**src/rtl/small_lpf_mc.sv**
```systemverilog
// small_lpf_mc: time-multiplexed single-pole IIR low-pass filter.
// Each sample carries a channel tag, and each channel keeps its own accumulator.
// Two-stage pipeline: S1 reads the channel state, S2 updates it and registers the result.
// Ports:
//   clk, rst_n          clock, asynchronous active-low reset
//   clr                 synchronous clear of every channel state; wins over in_valid
//   in_valid/in_chan/in_data/shift_sel   sample, its channel, and filter shift k
//   out_valid/out_chan/out_data          filtered sample, 2 cycles after acceptance
module small_lpf_mc #(
    parameter int unsigned WIDTH     = 8,
    parameter int unsigned FILT_BITS = 5,
    parameter int unsigned CHANNELS  = 4,
    parameter int unsigned SIGNED    = 0,
    localparam int unsigned CW = (CHANNELS > 1) ? $clog2(CHANNELS) : 1,
    localparam int unsigned SW = $clog2(FILT_BITS + 1)
) (
    input  logic             clk,
    input  logic             rst_n,
    input  logic             clr,
    input  logic             in_valid,
    input  logic [CW-1:0]    in_chan,
    input  logic [WIDTH-1:0] in_data,
    input  logic [SW-1:0]    shift_sel,
    output logic             out_valid,
    output logic [CW-1:0]    out_chan,
    output logic [WIDTH-1:0] out_data
);

    localparam int unsigned A     = WIDTH + FILT_BITS + 1;
    localparam int unsigned NSLOT = 1 << CW;

    // State storage is sized to the full tag range so any in_chan indexes safely;
    // slots at or above CHANNELS are never written.
    logic signed [A-1:0] acc [NSLOT];

    logic                s1_valid;
    logic [CW-1:0]       s1_chan;
    logic [WIDTH-1:0]    s1_data;
    logic [SW-1:0]       s1_k;
    logic signed [A-1:0] s1_acc;

    logic [SW-1:0]       k_c;
    logic                accept_c;
    logic signed [A-1:0] rd_acc_c;
    logic signed [A-1:0] x_c;
    logic signed [A-1:0] diff_c;
    logic signed [A-1:0] step_c;
    logic signed [A-1:0] acc_new_c;

    // S2 datapath: acc + ((X - acc) >>> k). The difference always fits in A bits.
    always_comb begin
        if (SIGNED != 0) begin
            x_c = {s1_data[WIDTH-1], s1_data, {FILT_BITS{1'b0}}};
        end else begin
            x_c = {1'b0, s1_data, {FILT_BITS{1'b0}}};
        end
        diff_c    = x_c - s1_acc;
        step_c    = diff_c >>> s1_k;
        acc_new_c = s1_acc + step_c;
    end

    // S1 input qualification, shift clamp and state read with S2 forwarding.
    always_comb begin
        k_c = shift_sel;
        if (32'(shift_sel) > FILT_BITS) begin
            k_c = SW'(FILT_BITS);
        end
        accept_c = in_valid && !clr && (32'(in_chan) < CHANNELS);
        rd_acc_c = acc[in_chan];
        if (s1_valid && (s1_chan == in_chan)) begin
            rd_acc_c = acc_new_c;
        end
    end

    // Per-channel accumulators.
    always_ff @(posedge clk or negedge rst_n) begin
        if (!rst_n) begin
            for (int i = 0; i < int'(NSLOT); i++) begin
                acc[i] <= '0;
            end
        end else if (clr) begin
            for (int i = 0; i < int'(NSLOT); i++) begin
                acc[i] <= '0;
            end
        end else if (s1_valid) begin
            acc[s1_chan] <= acc_new_c;
        end
    end

    // Stage 1 registers.
    always_ff @(posedge clk or negedge rst_n) begin
        if (!rst_n) begin
            s1_valid <= 1'b0;
            s1_chan  <= '0;
            s1_data  <= '0;
            s1_k     <= '0;
            s1_acc   <= '0;
        end else begin
            s1_valid <= accept_c;
            if (accept_c) begin
                s1_chan <= in_chan;
                s1_data <= in_data;
                s1_k    <= k_c;
                s1_acc  <= rd_acc_c;
            end
        end
    end

    // Stage 2 output registers; data/chan hold their last value when idle.
    always_ff @(posedge clk or negedge rst_n) begin
        if (!rst_n) begin
            out_valid <= 1'b0;
            out_chan  <= '0;
            out_data  <= '0;
        end else begin
            out_valid <= s1_valid && !clr;
            if (s1_valid && !clr) begin
                out_chan <= s1_chan;
                out_data <= acc_new_c[FILT_BITS +: WIDTH];
            end
        end
    end

endmodule

```
**config.mk**
```make
export PLATFORM = sky130hd
export DESIGN_NAME = small_lpf_mc
export DESIGN_NICKNAME = d
export VERILOG_FILES = /design/src/rtl/small_lpf_mc.sv
export SDC_FILE = /design/constraint.sdc
export NUM_CORES = 1
export LEC_CHECK = 0
export CAP_MARGIN = 20
export CORE_MARGIN = 5
export CORE_UTILIZATION = 45
export CTS_CLUSTER_DIAMETER = 30
export DETAILED_ROUTE_END_ITERATION = 10
export HOLD_SLACK_MARGIN = 0.03
export PLACE_DENSITY = 0.59
export SYNTH_ARGS = -nofsm -noshare
export SYNTH_HDL_FRONTEND = slang
export SYNTH_SLANG_ARGS = --single-unit
```
**constraint.sdc**
```tcl
create_clock -name clk -period 10.7 [get_ports clk]
set_clock_uncertainty 0.1 [all_clocks]
set_input_delay 2.14 -clock clk [delete_from_list [all_inputs] [get_ports clk]]
set_output_delay 2.14 -clock clk [all_outputs]
set_load 0.01 [all_outputs]
```
==> impl_metrics.csv, run 1 <==
group,metric,value,unit
cells_and_area,area_growth,12.40,%
place,gp_congestion,0.8683,
worst_setup_path,worstPathMaxFanout,5,
synthesis,synthCells,600,
synthesis,synth_area,5863,µm²
clock_network,clock_sinks,95,
global_routing,grt-ovfl-total,0,
global_routing,grt_pass1_wl,25880,µm
worst_setup_path,slowest_delay,0.51,ns
global_routing,grt_max_degree,82,
synthesis,yosys_warnings,0,
worst_setup_path,start_kind,"register",
pwr,power_density,238.6,nW/µm²
route,vias,4815,
timing,fin_crit,4.795,ns
synthesis,synth_ff_type,"dfrtp_1",
global_routing,grt.total_usage,21.87,%
synthesis,synth_edf_count,0,
cells_and_area,fin_nets,649,
timing,maxSlewViolCount,0,
floorplanning,dieArea,15410,µm²
outcome,status,"completed",
route,drt_wl_total,15710,µm
clock_network,hold_buffers,0,
worst_setup_path,path_cells,"inv_1, ha_1, and4b_1, a22o_1, o41ai_2, mux2_2, and2_1, mux4_2, ha_1, o21ai_0, o21ai_0, nand3_1, and3_1, nor3_1, mux2_2",
worst_setup_path,critPathSlowestCell,"nor3_1",
pwr,switching_share,42.90,%
floorplanning,coreArea,12720,µm²
place,io_buffers,27,
cells_and_area,n_antenna_cell,0,
route,remaining_drc_errors,0,
timing,rsz0062_at_grt,"false",
clock_network,clock_path_buffers,2,
worst_setup_path,cp_data_arrival_time,4.98,ns
clock_network,cts_inserted_buffers,9,
floorplanning,start_util,46.09,%
synthesis,ys_top_cells_by_area,"dfrtp_1 (41%), mux4_2 (7.7%), a22o_1 (7.0%)",
global_routing,antenna_found_initial,0,
worst_setup_path,required,10.89,ns
place,dp_hpwl,10780,µm
floorplanning,die_w,124.1,µm
clock_network,post_cts_resize_count,0,
route,ant_nets,0,
pwr,power_frac_clock,19.2,%
global_routing,grt_pass1_vias,4731,
synthesis,synth-seq-cells,95,
worst_setup_path,cp-end-kind,"register",
pwr,leakagePower,0.002884,µW
clock_network,clkTransAtPathRegs,0.07,ns
pwr,ir_worst_vdd,0.1120,mV
pwr,combinationalPowerShare,51.4,%
timing,max_freq,0.2086,GHz
synthesis,seq_area_frac_synth,40.55,%
pwr,p_seq_share,29.4,%
clock_network,htree_levels,3,
synthesis,synth_nets,640,
route,dr.pass1.iters,5,
job,maxCapViolCount,0,
cells_and_area,fin_util,51.80,%
route,drt_iter0_drc,409,
timing,fin_crit_sh,44.81,%
pwr,p_switching,674.5,µW
timing,worst_pin_slew,1.040,ns
synthesis,ys_types,62,
timing,fin_tns_setup,0,ns
clock_network,clk-insertion-delay-late,0.35,ns
floorplanning,boundaryPins,28,
worst_hold_path,hp-class,"reg -> reg",
synthesis,synth_top_area_share,40.55,%
timing,setup_violations,0,
synthesis,async_flop_share,100.0,%
clock_network,postCtsSetupBuffers,0,
route,vias_per_cell,6.126,
clock_network,cts_tree,"done",
route,wl_per_cell,19.98,µm
floorplanning,num_rows,41,
timing,hold_violations,0,
pwr,p_int,898.0,µW
floorplanning,fp.dieH,124.1,µm
cells_and_area,drive_gt1_share,9.609,%
synthesis,syn_avg_cell_area,9.772,µm²
synthesis,yosysTopAreaCell,"dfrtp_1",
worst_setup_path,critPathKind,"reg -> reg",
clock_network,cts_root_buf,"clkbuf_16",
timing,max_slew_margin,30.43,%
-- per-layer routing --
| metal | GRT usage (%) | wire, µm | vias up |
|---|---|---|---|
| met5 | 0 | 0 | - |
| met4 | 6.366 | 271 | 0 |
| met3 | 4.087 | 766 | 21 |
| met2 | 32.80 | 7145 | 132 |
| met1 | 32.34 | 7522 | 2402 |
| li1 | - | - | 2260 |
-- layout make-up --
type / count / area [µm²]
repair buffers: 36 / 375.4
well taps: 172 / 215.2
multi-input cells: 445 / 3273
clock buffers: 12 / 236.5
fillers: 1204 / 6132
clock inverters: 4 / 30.03
inverters: 22 / 82.58
flip-flops and latches: 95 / 2377
-- worst max-delay path, delay by kind of cell (launching register included) --
family | cells | cell delay (ns)
adders and majority gates | 2 | 0.69
DFF | 1 | 0.37
muxes | 3 | 1.12
AOI/OAI and AO/OA | 4 | 1.02
buffers and inverters | 1 | 0.08
and+or+nand+nor | 5 | 1.34
-- cell families (layout without fill, tap and decap cells) --
kind of cell / count (synthesis) / in the layout / synth area share (%)
adders and majority gates: 23 / 23 / 5.036
and+or+nand+nor: 202 / 202 / 15.90
xor gates and xnor gates: 18 / 18 / 2.689
buffers and inverters: 60 / 74 / 3.863
DFF: 95 / 95 / 40.55
muxes: 35 / 35 / 10.67
AOI/OAI and AO/OA: 167 / 167 / 21.30
-- sequential cells by signal (all words and copies together) (netlist names) --
register	cells
acc	56
s1_acc	14
out_data	8
s1_data	8
s1_k	3
out_chan	2
s1_chan	2
out_valid	1
s1_valid	1
-- power by group through the flow --
stage	Sequential, µW	Combinational (µW)	Clock [µW]
after floorplan	452	584	0
after detailed placement	468	794	0
after global placement	467	790	0
after global routing	470	889	322
after CTS	462	799	312
final	462	808	302
-- stage by stage --
| step | setup WS, ns | instance area, µm² | total power, µW | hold slack [ns] | cells |
|---|---|---|---|---|---|
| 6_report | 5.905 | 6590 | 1573 | 0.3827 | 786 |
| 5_1_grt | 5.534 | 6590 | 1681 | 0.4066 | 786 |
| 4_1_cts | 5.911 | 6535 | 1573 | 0.3885 | 784 |
| 3_5_place_dp | 5.646 | 6269 | 1262 | 0.3611 | 768 |
| 3_3_place_gp | 5.718 | 6269 | 1257 | 0.3648 | 768 |
| 2_1_floorplan | 6.267 | 5863 | 1036 | 0.3448 | 600 |
-- cell usage in the layout, fill, tap and decap left out, types with 4 or more instances in the layout --
cell,n
or3_1,7
and2_1,8
o21ai_0,13
o211ai_1,15
nor4_1,4
nand3_1,6
mux4_2,20
inv_1,19
mux2_2,7
nand4_1,8
xor2_1,6
clkbuf_16,9
a31oi_1,14
ha_1,22
xnor2_1,12
clkdlybuf4s50_1,26
nor2b_1,5
buf_4,8
o31ai_1,5
mux2i_1,7
a22o_1,47
nand2b_1,5
a211oi_1,7
nand2_1,95
o311ai_0,6
nor2_1,34
a21o_1,7
nor3_1,15
a21oi_1,21
dfrtp_1,95
-- path summary, 6_finish.rpt --
| kind | start | endpoint | slack, ns | cells after the start |
|---|---|---|---|---|
| max in group asynchronous | rst_n | acc[10]$_DFFE_PN0P_ | 8.11 | 3 |
| min | out_data[2]$_DFFE_PN0P_ | out_data[2]$_DFFE_PN0P_ | 0.38 | 2 |
| max | s1_acc[7]$_DFFE_PN0P_ | out_data[6]$_DFFE_PN0P_ | 5.91 | 15 |
| max reg2reg | s1_acc[7]$_DFFE_PN0P_ | out_data[6]$_DFFE_PN0P_ | 5.91 | 15 |
| min in group asynchronous | rst_n | s1_k[1]$_DFFE_PN0P_ | 1.54 | 1 |
| min reg2reg | out_data[2]$_DFFE_PN0P_ | out_data[2]$_DFFE_PN0P_ | 0.38 | 2 |
-- synthesized netlist by cell type (2+ instances only) --
library cell / n
o31ai_1: 5
nand2b_1: 5
or3_1: 7
buf_1: 2
a211oi_1: 7
and2_1: 8
a211o_1: 3
xor2_1: 6
o22ai_1: 2
clkinv_1: 3
nor2b_1: 5
clkbuf_1: 35
mux4_2: 20
mux2_2: 7
nor4_1: 4
nor2_1: 34
nand4_1: 8
o311ai_0: 6
a21o_1: 7
a311oi_1: 3
a22o_1: 47
nand2_1: 95
nor3_1: 15
a2bb2oi_1: 3
xnor2_1: 12
a31o_2: 2
mux2i_1: 7
a2111oi_0: 3
o21ai_0: 13
a21oi_1: 23
o21bai_1: 3
dfrtp_1: 95
a31oi_1: 15
nand3_1: 6
and3_1: 3
inv_1: 19
o211ai_1: 15
or2_2: 2
ha_1: 22
Power figures use the tool's default switching activity.
==> inputs of run 2 (changes only) <==
Clock period 10.7 ns to 4.5 ns, I/O delays scaled along.
==> run 2 against run 1 <==
  * Global-route usage is 0.82 points higher
  * Critical path depth is 1 higher
  * Clock power grew to 2.9 times the previous value
  * Fmax is 7.8% higher
  * Critical path type unchanged
  * Critical endpoint is now s1_acc[8]$_DFFE_PN0P_
  * Largest power group unchanged
  * Highest routed layer unchanged
==> impl_metrics.csv, run 2 (synthesis results as in run 1) <==
group,metric,value,unit
timing,layout_setup_ws,0.05248,ns
global_routing,top_usage_layer,"met2",
pwr,power_density,607.8,nW/µm²
route,vias_per_cell,6.014,
global_routing,grt.total_usage,22.69,%
cells_and_area,fin_nets,694,
clock_network,clock_sinks,95,
cells_and_area,final_cell_mix,"nand2_1 (95), dfrtp_1 (95), buf_4 (54)",
pwr,fin_total_pwr,4329,µW
route,remaining_drc_errors,0,
floorplanning,num_rows,41,
worst_setup_path,required,4.69,ns
timing,max_slew_margin,36.26,%
clock_network,clk-insertion-delay-late,0.36,ns
clock_network,cts_inserted_buffers,9,
floorplanning,coreArea,12720,µm²
pwr,leakagePower,0.003155,µW
route,ant_nets,0,
place,dp_slack,-0.01930,ns
timing,maxSlewViolCount,0,
place,dp_hpwl,11420,µm
worst_setup_path,critPathKind,"reg -> reg",
route,dr.pass1.iters,5,
global_routing,use_met2,35.71,%
floorplanning,die_w,124.1,µm
cells_and_area,largest_reg_flops,56,
floorplanning,dieArea,15410,µm²
job,maxCapViolCount,0,
floorplanning,fp.dieH,124.1,µm
global_routing,grt_pass1_wl,26920,µm
timing,setup_violations,0,
timing,hold_violations,0,
worst_setup_path,cp-end-kind,"register",
floorplanning,boundaryPins,28,
timing,fin_crit,4.448,ns
timing,fin_tns_setup,0,ns
route,vias,4998,
cells_and_area,area_growth,21.47,%
floorplanning,start_util,46.09,%
cells_and_area,top_register,"acc",
global_routing,grt_max_degree,82,
worst_setup_path,worstPathMaxFanout,5,
route,drt_wl_total,16480,µm
clock_network,clkTransAtPathRegs,0.07,ns
global_routing,gr-usage-met1,31.02,%
timing,worst_pin_slew,0.9556,ns
pwr,ir_worst_vdd,0.2893,mV
timing,max_freq,0.2248,GHz
cells_and_area,drive_gt1_share,18.66,%
cells_and_area,reg_top3,"acc x56, s1_acc x14",
global_routing,grt_pass1_vias,5026,
global_routing,grt-ovfl-total,0,
timing,fin_crit_sh,98.83,%
worst_hold_path,hp-class,"in -> async",
global_routing,use_met3,5.495,%
cells_and_area,n_antenna_cell,0,
place,gp_congestion,0.8977,
route,drt_iter0_drc,413,
worst_setup_path,cp_data_arrival_time,4.64,ns
route,wl_per_cell,19.83,µm
timing,holdWs,0.2738,ns
clock_network,clock_path_buffers,2,
worst_setup_path,start_kind,"register",
place,io_buffers,27,
outcome,status,"completed",
global_routing,antenna_found_initial,0,
clock_network,htree_levels,3,
clock_network,cts_root_buf,"clkbuf_16",
clock_network,cts_tree,"done",
## run 2: repair_timing
action | in CTS | in global routing
hold endpoints to repair | 0 | 0
pin swaps | 1 | 8
gates resized for setup | 2 | 27
setup buffers | 0 | 6
gates cloned | 0 | 0
hold buffers | 0 | 0
setup endpoints to repair | 5 | 39
## run 2: final timing paths
check	startpoint	endpoint	slack, ns	depth (start not counted)
worst min register to register	out_data[0]$_DFFE_PN0P_	out_data[0]$_DFFE_PN0P_	0.38	1
worst max-delay path	s1_acc[7]$_DFFE_PN0P_	s1_acc[8]$_DFFE_PN0P_	0.05	16
min in group clk	out_data[0]$_DFFE_PN0P_	out_data[0]$_DFFE_PN0P_	0.38	1
worst max register to register	s1_acc[7]$_DFFE_PN0P_	s1_acc[8]$_DFFE_PN0P_	0.05	16
worst min-delay path	rst_n	s1_k[0]$_DFFE_PN0P_	0.27	1
max in group asynchronous	rst_n	acc[23]$_DFFE_PN0P_	3.43	2
## run 2: layer usage
| layer | wire length (µm) | part of all wire, % |
|---|---|---|
| met5 | 0 | 0 |
| met4 | 277 | 1.7 |
| met3 | 918 | 5.6 |
| met2 | 7719 | 47 |
| met1 | 7560 | 46 |
## run 2: layout make-up
type | count | area [µm²]
Clock inverter | 6 | 101.3
Sequential cell | 95 | 2377
Clock buffer | 10 | 229.0
Timing Repair Buffer | 81 | 693.2
Tap cell | 172 | 215.2
Inverter | 22 | 82.58
Fill cell | 1134 | 5600
Multi-Input combinational cell | 445 | 3423
## run 2: power breakdown
group | switching, µW | total (µW) | internal [µW]
logic | 1310 | 2380 | 1080
clock network | 369 | 865 | 497
registers | 98.1 | 1080 | 981
## run 2: through the flow
stage / cells / utilization (%) / area, µm²
6_report: 831 / 55.98 / 7122
5_1_grt: 831 / 55.98 / 7122
4_1_cts: 824 / 54.22 / 6898
3_5_place_dp: 808 / 51.57 / 6561
3_3_place_gp: 808 / 51.57 / 6561
2_1_floorplan: 600 / - / 5863
## run 2: worst max-delay path: stages, from the launching register on
cell and delay [ns]:
dfrtp_1 0.38, inv_1 0.09, ha_1 0.25, and4b_1 0.21
a22o_1 0.27, o41ai_4 0.38, mux2_4 0.34, and2_1 0.17
mux4_2 0.49, ha_4 0.20, a211oi_1 0.19, o21bai_1 0.15
a2111oi_2 0.44, nor4b_2 0.13, buf_4 0.16, o311a_1 0.34
a21oi_1 0.11
==> inputs of run 3 (changes only) <==
Settings changed: CTS_CLUSTER_DIAMETER 30 to 100.
==> results of run 3 <==
Final layout, timing and power as in run 2 (identical DEF).
